`src/rtl/jtgng_rom_pkg.sv`:
```
// Shared constants for the ROM arbiter: client count, bus widths and FSM state encodings.
package jtgng_rom_pkg;

   localparam int NCLIENT = 4;
   localparam int AW      = 22;
   localparam int DW      = 32;

   localparam logic [1:0] ST_IDLE = 2'd0;
   localparam logic [1:0] ST_REQ  = 2'd1;
   localparam logic [1:0] ST_WAIT = 2'd2;

   typedef logic [1:0] client_idx_t;

endpackage

```
`src/rtl/jtgng_rom_cache_entry.sv`:
```
// One-entry cache for a single ROM client: tag/data/valid, hit compare and registered ok.
module jtgng_rom_cache_entry
   import jtgng_rom_pkg::*;
(
   input  logic          clk,
   input  logic          srst,
   input  logic          inval,
   input  logic          cs,
   input  logic [AW-1:0] addr,
   input  logic          launch,
   input  logic          fill,
   input  logic [DW-1:0] fill_data,
   output logic          hit,
   output logic          ok,
   output logic [DW-1:0] dout
);

   logic [AW-1:0] tag_q;
   logic [DW-1:0] data_q;
   logic          valid_q;
   logic          ok_q;

   assign hit  = valid_q && (tag_q == addr);
   assign ok   = ok_q;
   assign dout = data_q;

   always_ff @(posedge clk) begin
      if (srst) begin
         tag_q   <= '0;
         data_q  <= '0;
         valid_q <= 1'b0;
         ok_q    <= 1'b0;
      end else begin
         ok_q <= cs && hit && !inval;
         // Launch drops valid so a stale word can never match the new tag before the fill.
         if (inval) begin
            valid_q <= 1'b0;
         end else if (launch) begin
            tag_q   <= addr;
            valid_q <= 1'b0;
         end else if (fill) begin
            data_q  <= fill_data;
            valid_q <= 1'b1;
         end
      end
   end

endmodule

```
`src/rtl/jtgng_rom_arbiter.sv`:
```
// Four-client ROM read arbiter in front of the SDRAM controller.
// Define JTGNG_ROMARB_RR_EN for round-robin arbitration; fixed priority (0 highest) otherwise.
module jtgng_rom_arbiter
   import jtgng_rom_pkg::*;
#(
   parameter logic [21:0] OFFSET0 = 22'h00000,
   parameter logic [21:0] OFFSET1 = 22'h10000,
   parameter logic [21:0] OFFSET2 = 22'h20000,
   parameter logic [21:0] OFFSET3 = 22'h30000
) (
   input  logic                  clk,
   input  logic                  rst,
   input  logic                  loop_rst,
   input  logic                  downloading,
   input  logic [NCLIENT-1:0]    req_cs,
   input  logic [NCLIENT*AW-1:0] req_addr,
   output logic [NCLIENT*DW-1:0] req_dout,
   output logic [NCLIENT-1:0]    req_ok,
   output logic                  read_req,
   output logic [AW-1:0]         sdram_addr,
   input  logic                  sdram_ack,
   input  logic [DW-1:0]         data_read,
   input  logic                  data_rdy,
   output logic                  refresh_en
);

   logic                 srst;
   logic [1:0]           state_q;
   client_idx_t          cur_q;
   logic                 read_req_q;
   logic [AW-1:0]        sdram_addr_q;
   logic                 refresh_q;
   logic [NCLIENT-1:0]   hit;
   logic [NCLIENT-1:0]   pending;
   logic [NCLIENT-1:0]   launch;
   logic [NCLIENT-1:0]   fill;
   logic                 any_pending;
   client_idx_t          win;
   logic [AW-1:0]        win_addr;
   logic [AW-1:0]        win_offset;

   assign srst        = rst | loop_rst;
   assign any_pending = |pending;
   assign read_req    = read_req_q;
   assign sdram_addr  = sdram_addr_q;
   assign refresh_en  = refresh_q;

   genvar gi;
   generate
      for (gi = 0; gi < NCLIENT; gi++) begin : g_client
         assign pending[gi] = req_cs[gi] && !hit[gi] && !downloading;
         assign launch[gi]  = (state_q == ST_IDLE) && any_pending && (win == client_idx_t'(gi));
         assign fill[gi]    = (state_q == ST_WAIT) && data_rdy && (cur_q == client_idx_t'(gi));

         jtgng_rom_cache_entry u_entry (
            .clk       (clk),
            .srst      (srst),
            .inval     (downloading),
            .cs        (req_cs[gi]),
            .addr      (req_addr[gi*AW +: AW]),
            .launch    (launch[gi]),
            .fill      (fill[gi]),
            .fill_data (data_read),
            .hit       (hit[gi]),
            .ok        (req_ok[gi]),
            .dout      (req_dout[gi*DW +: DW])
         );
      end
   endgenerate

`ifdef JTGNG_ROMARB_RR_EN
   client_idx_t last_q;

   // Search starts just after the previous winner so it ends up lowest priority.
   always_comb begin
      client_idx_t idx;
      logic        found;
      win   = '0;
      idx   = '0;
      found = 1'b0;
      for (int k = 1; k <= NCLIENT; k++) begin
         idx = last_q + client_idx_t'(k);
         if (!found && pending[idx]) begin
            win   = idx;
            found = 1'b1;
         end
      end
   end

   always_ff @(posedge clk) begin
      if (srst) begin
         last_q <= 2'd3;
      end else if ((state_q == ST_IDLE) && any_pending) begin
         last_q <= win;
      end
   end
`else
   always_comb begin
      win = '0;
      for (int k = NCLIENT - 1; k >= 0; k--) begin
         if (pending[k]) win = client_idx_t'(k);
      end
   end
`endif

   always_comb begin
      win_addr = req_addr[win*AW +: AW];
      case (win)
         2'd0:    win_offset = OFFSET0;
         2'd1:    win_offset = OFFSET1;
         2'd2:    win_offset = OFFSET2;
         default: win_offset = OFFSET3;
      endcase
   end

   always_ff @(posedge clk) begin
      if (srst) begin
         state_q      <= ST_IDLE;
         cur_q        <= '0;
         read_req_q   <= 1'b0;
         sdram_addr_q <= '0;
         refresh_q    <= 1'b1;
      end else begin
         refresh_q <= (state_q == ST_IDLE) && !any_pending;
         case (state_q)
            ST_IDLE: begin
               if (any_pending) begin
                  cur_q        <= win;
                  sdram_addr_q <= win_offset + win_addr;
                  read_req_q   <= 1'b1;
                  state_q      <= ST_REQ;
               end
            end
            ST_REQ: begin
               if (sdram_ack) begin
                  read_req_q <= 1'b0;
                  state_q    <= ST_WAIT;
               end
            end
            ST_WAIT: begin
               if (data_rdy) state_q <= ST_IDLE;
            end
            default: state_q <= ST_IDLE;
         endcase
      end
   end

endmodule

```
`config.mk`:
```
export PLATFORM = sky130hd
export DESIGN_NAME = jtgng_rom_arbiter
export DESIGN_NICKNAME = d
export VERILOG_FILES = /design/src/rtl/jtgng_rom_pkg.sv /design/src/rtl/jtgng_rom_cache_entry.sv /design/src/rtl/jtgng_rom_arbiter.sv
export SDC_FILE = /design/constraint.sdc
export NUM_CORES = 1
export LEC_CHECK = 0
export CORE_UTILIZATION = 44
export CTS_CLUSTER_DIAMETER = 50
export CTS_CLUSTER_SIZE = 40
export DETAILED_ROUTE_END_ITERATION = 12
export PLACE_DENSITY = 0.77
export SETUP_SLACK_MARGIN = 0.15
export SLEW_MARGIN = 40
export SYNTH_ARGS = -nofsm -noshare
export SYNTH_HDL_FRONTEND = slang
export SYNTH_SLANG_ARGS = --single-unit
```
`constraint.sdc`:
```
create_clock -name clk -period 4 [get_ports clk]
set_clock_uncertainty 0.05 [all_clocks]
set_input_delay 0.4 -clock clk [delete_from_list [all_inputs] [get_ports clk]]
set_output_delay 0.4 -clock clk [all_outputs]
set_load 0.02 [all_outputs]
```
==> impl_metrics.yaml, run 1 <==
power_and_ir_drop:
  pwr-share-seq_pct: 42.7
  p_clk_share_pct: 45.9
  p_switching_w: 0.001557
  swShare_pct: 25.93
  power.total_w: 0.006005
  power_leakage_nw: 5.444
  power_density_nw_per_um2: 396.4
  internal_power_w: 0.004447
  combPwrFrac_pct: 11.3
  ir_drop_mv: 0.3465
logic_synthesis:
  synth_area_leaders: "dfxtp_1 (48%), nand2_1 (11%), a21oi_1 (7.7%)"
  synth_compound_area_share_pct: 12.97
  ys_seq_area_share_pct: 47.81
  synth_fa_ha_area_share_pct: 0.4269
  synth_top_family_by_area: "simple AND/OR/NAND/NOR gates"
  avgSynthCellArea_um2: 8.482
  ys_ff_latch: 252
  syn-cell-area_um2: 10550
  synthesis.nets: 1377
  yosysTopAreaCellShare_pct: 47.81
  synthXorXnorAreaFrac_pct: 7.554
  synth_top_area_cell: "dfxtp_1"
  synth-simple-area-share_pct: 18.85
  synthMuxAreaShare_pct: 8.656
  ys_types: 51
  yosys_warnings: 0
  synth_cells: 1244
detailed_routing:
  vias_per_cell: 5.294
  drt-total-wl_um: 34470
  drt_first_pass_iters: 6
  ant_nets: 0
  first_iter_violations: 749
  drc_errors: 0
  drt-wirelength-per-cell_um: 18.19
  vias: 10033
critical_path:
  startpoint_type: "flip-flop"
  rrSetupSlack_ns: 0.42
  reg2reg_from: "g_client[1].u_entry.tag_q[14]"
  critPathCaptureType: "flip-flop"
  required_ns: 4.41
  critPathMaxFanout: 7
  rr_worst_depth: 15
  path_class: "flip-flop to flip-flop"
  reg2reg_to: "sdram_addr[21]"
  arrival_ns: 3.99
clock_network:
  clock_sinks: 252
  cts_inserted_buffers: 28
  clk_latency_ns: 0.55
  htree_levels: 1
  cts_resized: 0
  cts_tree: "done"
  clkSlewWorstSetupHoldPaths_ns: 0.07
  cts_buffer_depth: 3
  ctsHoldBuffers: 0
  clock_tree.root_cell: "clkbuf_16"
  cts_setup_buffers: 0
timing:
  drv_slew: 0
  hold_viol_final: 0
  fmax_mhz: 279.0
  finalWorstSetupSlack_ns: 0.4152
  setup_viol: 0
  rsz0062_at_grt: "no"
  worstMarginPinSlew_ns: 0.7063
  setup_tns_ns: 0
  max_slew_margin_pct: 52.91
  post-route-min-period_ns: 3.585
  fin_crit_sh_pct: 89.62
global_routing:
  grt.total_usage_pct: 27.36
  grt_overflow: 0
  first_global_vias: 9528
  grt_max_degree: 128
  grt_pass1_wl_um: 52400
  antenna_found_initial: 0
worst_hold_path:
  worstHoldStart: "req_cs[2]"
  min_path_type: "input pin to flip-flop"
  worstHoldEndpoint: "g_client[2].u_entry.ok"
  hold_depth: 3
cells_and_area:
  finish.utilization_pct: 64.54
  final_cell_mix: "nand2_1 (316), clkdlybuf4s50_1 (285), dfxtp_1 (252)"
  final_layout_size_suffix_gt1_share_pct: 10.60
  diodes: 0
  mostFrequentLayoutCell: "nand2_1"
  nNetsFinal: 1687
  fin_cells: 1895
  synthToLayoutAreaGrowth_pct: 43.58
die:
  start_util_pct: 44.95
  dieArea_um2: 24600
  core_area_um2: 23470
  ios: 286
  die_x_um: 156.9
  row_count: 56
  die_h_um: 156.9
flow_run:
  drv_cap: 0
placed_design:
  dp.cells: 1843
  gp_congestion: 0.8724
  dp_slack_ns: -0.1258
  dp_hpwl_um: 24770
  port_buffers: 285
status:
  outcome: "finished, final reports clean"
-- synth_stat cells, drive strengths merged --
cell type  count
a221oi         2
o21a           1
nor4          18
buf           11
a21o           3
a21oi        163
xor2          53
nand2b         1
nor3          13
dfxtp        252
a311oi         1
o22ai          1
inv           11
or3            2
fa             1
and2b          1
a41oi          2
xnor2         38
a211oi        20
and3           2
mux2i         71
ha             2
o41ai          1
a22oi          2
a31oi          1
nor4b          1
o21ai          9
a222oi        16
clkbuf        71
nor2         106
nand3          6
or2b           1
and2           1
mux2          18
or4            3
and4           2
or2            1
o211ai         3
nand4         12
o41a           1
o221ai         2
nor2b          2
nand2        316
-- routing by layer --
metal  track usage [%]  part of all wire (%)  vias up
met5                 0                     0        -
met4             11.25                   4.1        0
met3             6.286                   8.1       89
met2             46.86                    49      389
met1             32.87                    39     4714
li1                  -                     -     4841
-- state kept, by name, summed over array words and instances (netlist names), 2 cells and up --
name	flops
sdram_addr	22
cur_q	2
g_client.u_entry.ok	4
g_client.u_entry.dout	128
state_q	2
g_client.u_entry.valid_q	4
g_client.u_entry.tag_q	88
-- metrics by stage --
step	hold WS [ns]	area, µm²
finish	0.3678	15150
global route	0.3609	15150
CTS	0.3553	15140
detailed placement	0.3954	14120
global placement	0.3906	14120
floorplan	0.3981	10560
-- cell families (layout without fill, tap and decap cells) --
kind of cell             Yosys count  in the layout
flip-flops                       252            252
buffers and inverters             93            425
XOR/XNOR                          91             91
AO/OA/AOI/OAI                    228            228
adder cells (fa/ha/maj)            3              3
AND/OR/NAND/NOR                  488            488
multiplexers                      89             89
-- power groups by stage --
stage	sequential [W]	clock (W)	combinational [W]
2_1_floorplan	0.00264	0	0.000291
3_3_place_gp	0.00262	0	0.000663
3_5_place_dp	0.00262	0	0.000672
4_1_cts	0.00257	0.00278	0.000677
5_1_grt	0.00257	0.00288	0.000727
6_report	0.00257	0.00276	0.000680
-- area by class of cell --
class                   instances  area [µm²]
repair buffers                362        3468
clock inverters                22       285.3
clock buffers                  30       729.5
multi-input cells             899        5181
inverters                      11       41.29
fillers                      1896        8323
flip-flops and latches        252        5045
well taps                     319       399.1
-- worst max path at each step --
| stage | from | to | slack, ns | depth (start not counted) |
|---|---|---|---|---|
| after CTS | g_client[1].u_entry.tag_q[14] | sdram_addr[21] | 0.38 | 14 |
| after detailed placement | req_addr[36] | sdram_addr[21] | -0.13 | 15 |
| after floorplan | req_addr[31] | sdram_addr[21] | 0.18 | 13 |
| after global placement | req_addr[36] | sdram_addr[21] | -0.07 | 15 |
| final | g_client[1].u_entry.tag_q[14] | sdram_addr[21] | 0.42 | 15 |
| after global routing | g_client[1].u_entry.tag_q[14] | sdram_addr[21] | 0.17 | 15 |
-- critical path, stage by stage, from the launching register on --
cell and delay, ns:
dfxtp_1 0.32, xor2_1 0.16, nor4_1 0.31, buf_4 0.17, nand4_1 0.11, buf_4 0.18, o41ai_4 0.22, buf_4 0.21
nand4_1 0.19, nor2_1 0.17, a221oi_2 0.07, ha_1 0.31, a21oi_1 0.07, or4_1 0.38, or4_1 0.49, o211ai_2 0.08
(Power assumes the default switching activity.)
==> run 2: changes to the inputs <==
CTS_CLUSTER_DIAMETER = unset   (was 50)
==> impl_metrics.yaml, run 2 (synthesized netlist as in run 1, its figures left out) <==
die:
  die_x_um: 156.9
  core_area_um2: 23470
  ios: 286
  dieArea_um2: 24600
  row_count: 56
  die_h_um: 156.9
  start_util_pct: 44.95
cells_and_area:
  multi_input_area_um2: 5181
  largest_register_ffs: 128
  final_layout_size_suffix_gt1_share_pct: 9.930
  ff_latch_area_um2: 5045
  nNetsFinal: 1686
  finish.utilization_pct: 63.91
  mostFrequentLayoutCell: "nand2_1"
  synthToLayoutAreaGrowth_pct: 42.17
  fillers: 1951
  diodes: 0
  final_cell_mix: "nand2_1 (316), clkdlybuf4s50_1 (285), dfxtp_1 (252)"
  final_cell_area_um2: 15000
clock_network:
  cts_buffer_depth: 3
  cts_inserted_buffers: 27
  clock_sinks: 252
  clkSlewWorstSetupHoldPaths_ns: 0.06
  htree_levels: 1
  cts_tree: "done"
  clk_latency_ns: 0.54
  clock_tree.root_cell: "clkbuf_16"
critical_path:
  critPathMaxFanout: 4
  worstPathCellList: "xor2_1 -> nor4_1 -> and4_1 -> buf_4 -> a21oi_1 -> o211ai_1 -> buf_4 -> inv_1 -> ha_1 -> a21oi_1 -> or4_1 -> or4_1 -> o211ai_2"
  path_class: "flip-flop to flip-flop"
  slowest_stage: "or4_1"
  reg2reg_from: "g_client[2].u_entry.tag_q[15]"
  slowest_delay_ns: 0.49
  rrSetupSlack_ns: 0.44
  startpoint: "g_client[2].u_entry.tag_q[15]"
  required_ns: 4.41
  reg2reg_to: "sdram_addr[21]"
  startpoint_type: "flip-flop"
  critPathCaptureType: "flip-flop"
  arrival_ns: 3.98
  rr_worst_depth: 13
global_routing:
  grt_max_degree: 128
  grt_overflow: 0
  first_global_vias: 9413
  busiest_layer: "met2"
  grt_pass1_wl_um: 52210
  grt.total_usage_pct: 27.32
  grtUsageMet2_pct: 45.95
  antenna_found_initial: 0
  globalRouteMet3Util_pct: 6.563
  use_met1_pct: 33.25
detailed_routing:
  drt-total-wl_um: 34320
  vias_per_cell: 5.265
  vias: 9950
  ant_nets: 0
  drt-wirelength-per-cell_um: 18.16
  drt_first_pass_iters: 6
  first_iter_violations: 747
  drc_errors: 0
power_and_ir_drop:
  internal_power_w: 0.004315
  ir_drop_mv: 0.3384
  pwr-share-seq_pct: 45.1
  power_leakage_nw: 5.378
  swShare_pct: 24.24
  combPwrFrac_pct: 11.9
  power_density_nw_per_um2: 379.7
  p_switching_w: 0.001381
  p_clk_share_pct: 43.0
worst_hold_path:
  worstHoldStart: "req_cs[2]"
  worstHoldEndpoint: "g_client[2].u_entry.ok"
  min_path_type: "input pin to flip-flop"
  hold_depth: 3
timing:
  max_slew_margin_pct: 53.29
  rsz0062_at_grt: "no"
  hold_viol_final: 0
  fmax_mhz: 280.7
  finalWorstSetupSlack_ns: 0.4374
  post-route-min-period_ns: 3.563
  setup_viol: 0
  fin_crit_sh_pct: 89.07
  worstMarginPinSlew_ns: 0.7007
  drv_slew: 0
flow_run:
  drv_cap: 0
placed_design:
  gp_congestion: 0.8724
  dp_slack_ns: -0.1258
  dp_hpwl_um: 24770
  dpl_cell_area_um2: 14120
  port_buffers: 285
status:
  outcome: "finished, final reports clean"
## run 2: cell types whose count changed in the layout (fill, tap and decap cells not counted), sizes merged
| cell | before | now |
|---|---|---|
| clkinv | 10 | 5 |
| clkbuf | 30 | 38 |
| bufinv | 3 | 2 |
| inv | 17 | 12 |
| clkinvlp | 3 | 1 |
## run 2: per-layer routing
metal	vias up	part of all wire [%]
li1	4829	-
met1	4653	39
met2	393	48
met3	75	8.7
met4	0	3.8
met5	-	0
## run 2: worst max-delay path: cells and delay by family, from the launching register on
| family | cells | cell delay, ns |
|---|---|---|
| simple gates | 4 | 1.59 |
| flops | 1 | 0.32 |
| xor+xnor | 1 | 0.16 |
| fa+ha+maj | 1 | 0.27 |
| buf+inv | 3 | 0.37 |
| compound gates | 4 | 0.73 |
## run 2: how the worst max path moves through the flow
stage / to
floorplan: sdram_addr[21]
global placement: sdram_addr[21]
detailed placement: sdram_addr[21]
CTS: sdram_addr[21]
global route: sdram_addr[21]
finish: sdram_addr[21]
## run 2: layout make-up
cell class                      instances  area share, %
Clock buffer                           38          5.046
Sequential cell                       252          33.63
Tap cell                              319          2.661
Clock inverter                          9         0.7257
Multi-Input combinational cell        899          34.54
Timing Repair Buffer                  362          23.12
Inverter                               11         0.2753
## run 2: stage by stage
stage / std cells / power [W] / setup TNS (ns) / hold WS [ns]
global placement: 1843 / 0.003285 / -0.06547 / 0.3906
global route: 1890 / 0.005886 / 0 / 0.3718
finish: 1890 / 0.005696 / 0 / 0.3747
floorplan: 1244 / 0.002929 / 0 / 0.3981
detailed placement: 1843 / 0.003294 / -0.1258 / 0.3954
CTS: 1890 / 0.005732 / 0 / 0.3637
## run 2: repair_timing
item	4_1_cts	5_1_grt
endpoints found under the hold margin	0	0
endpoints found under the setup margin	0	1
setup buffers	0	0
hold buffers	0	0
resized for setup	0	2
## run 2: power groups by stage
stage	logic (W)	clock network, W	registers, W
after floorplan	0.000291	0	0.00264
after global placement	0.000663	0	0.00262
after detailed placement	0.000672	0	0.00262
after CTS	0.000677	0.00249	0.00257
after global routing	0.000726	0.00259	0.00257
final	0.000680	0.00245	0.00257
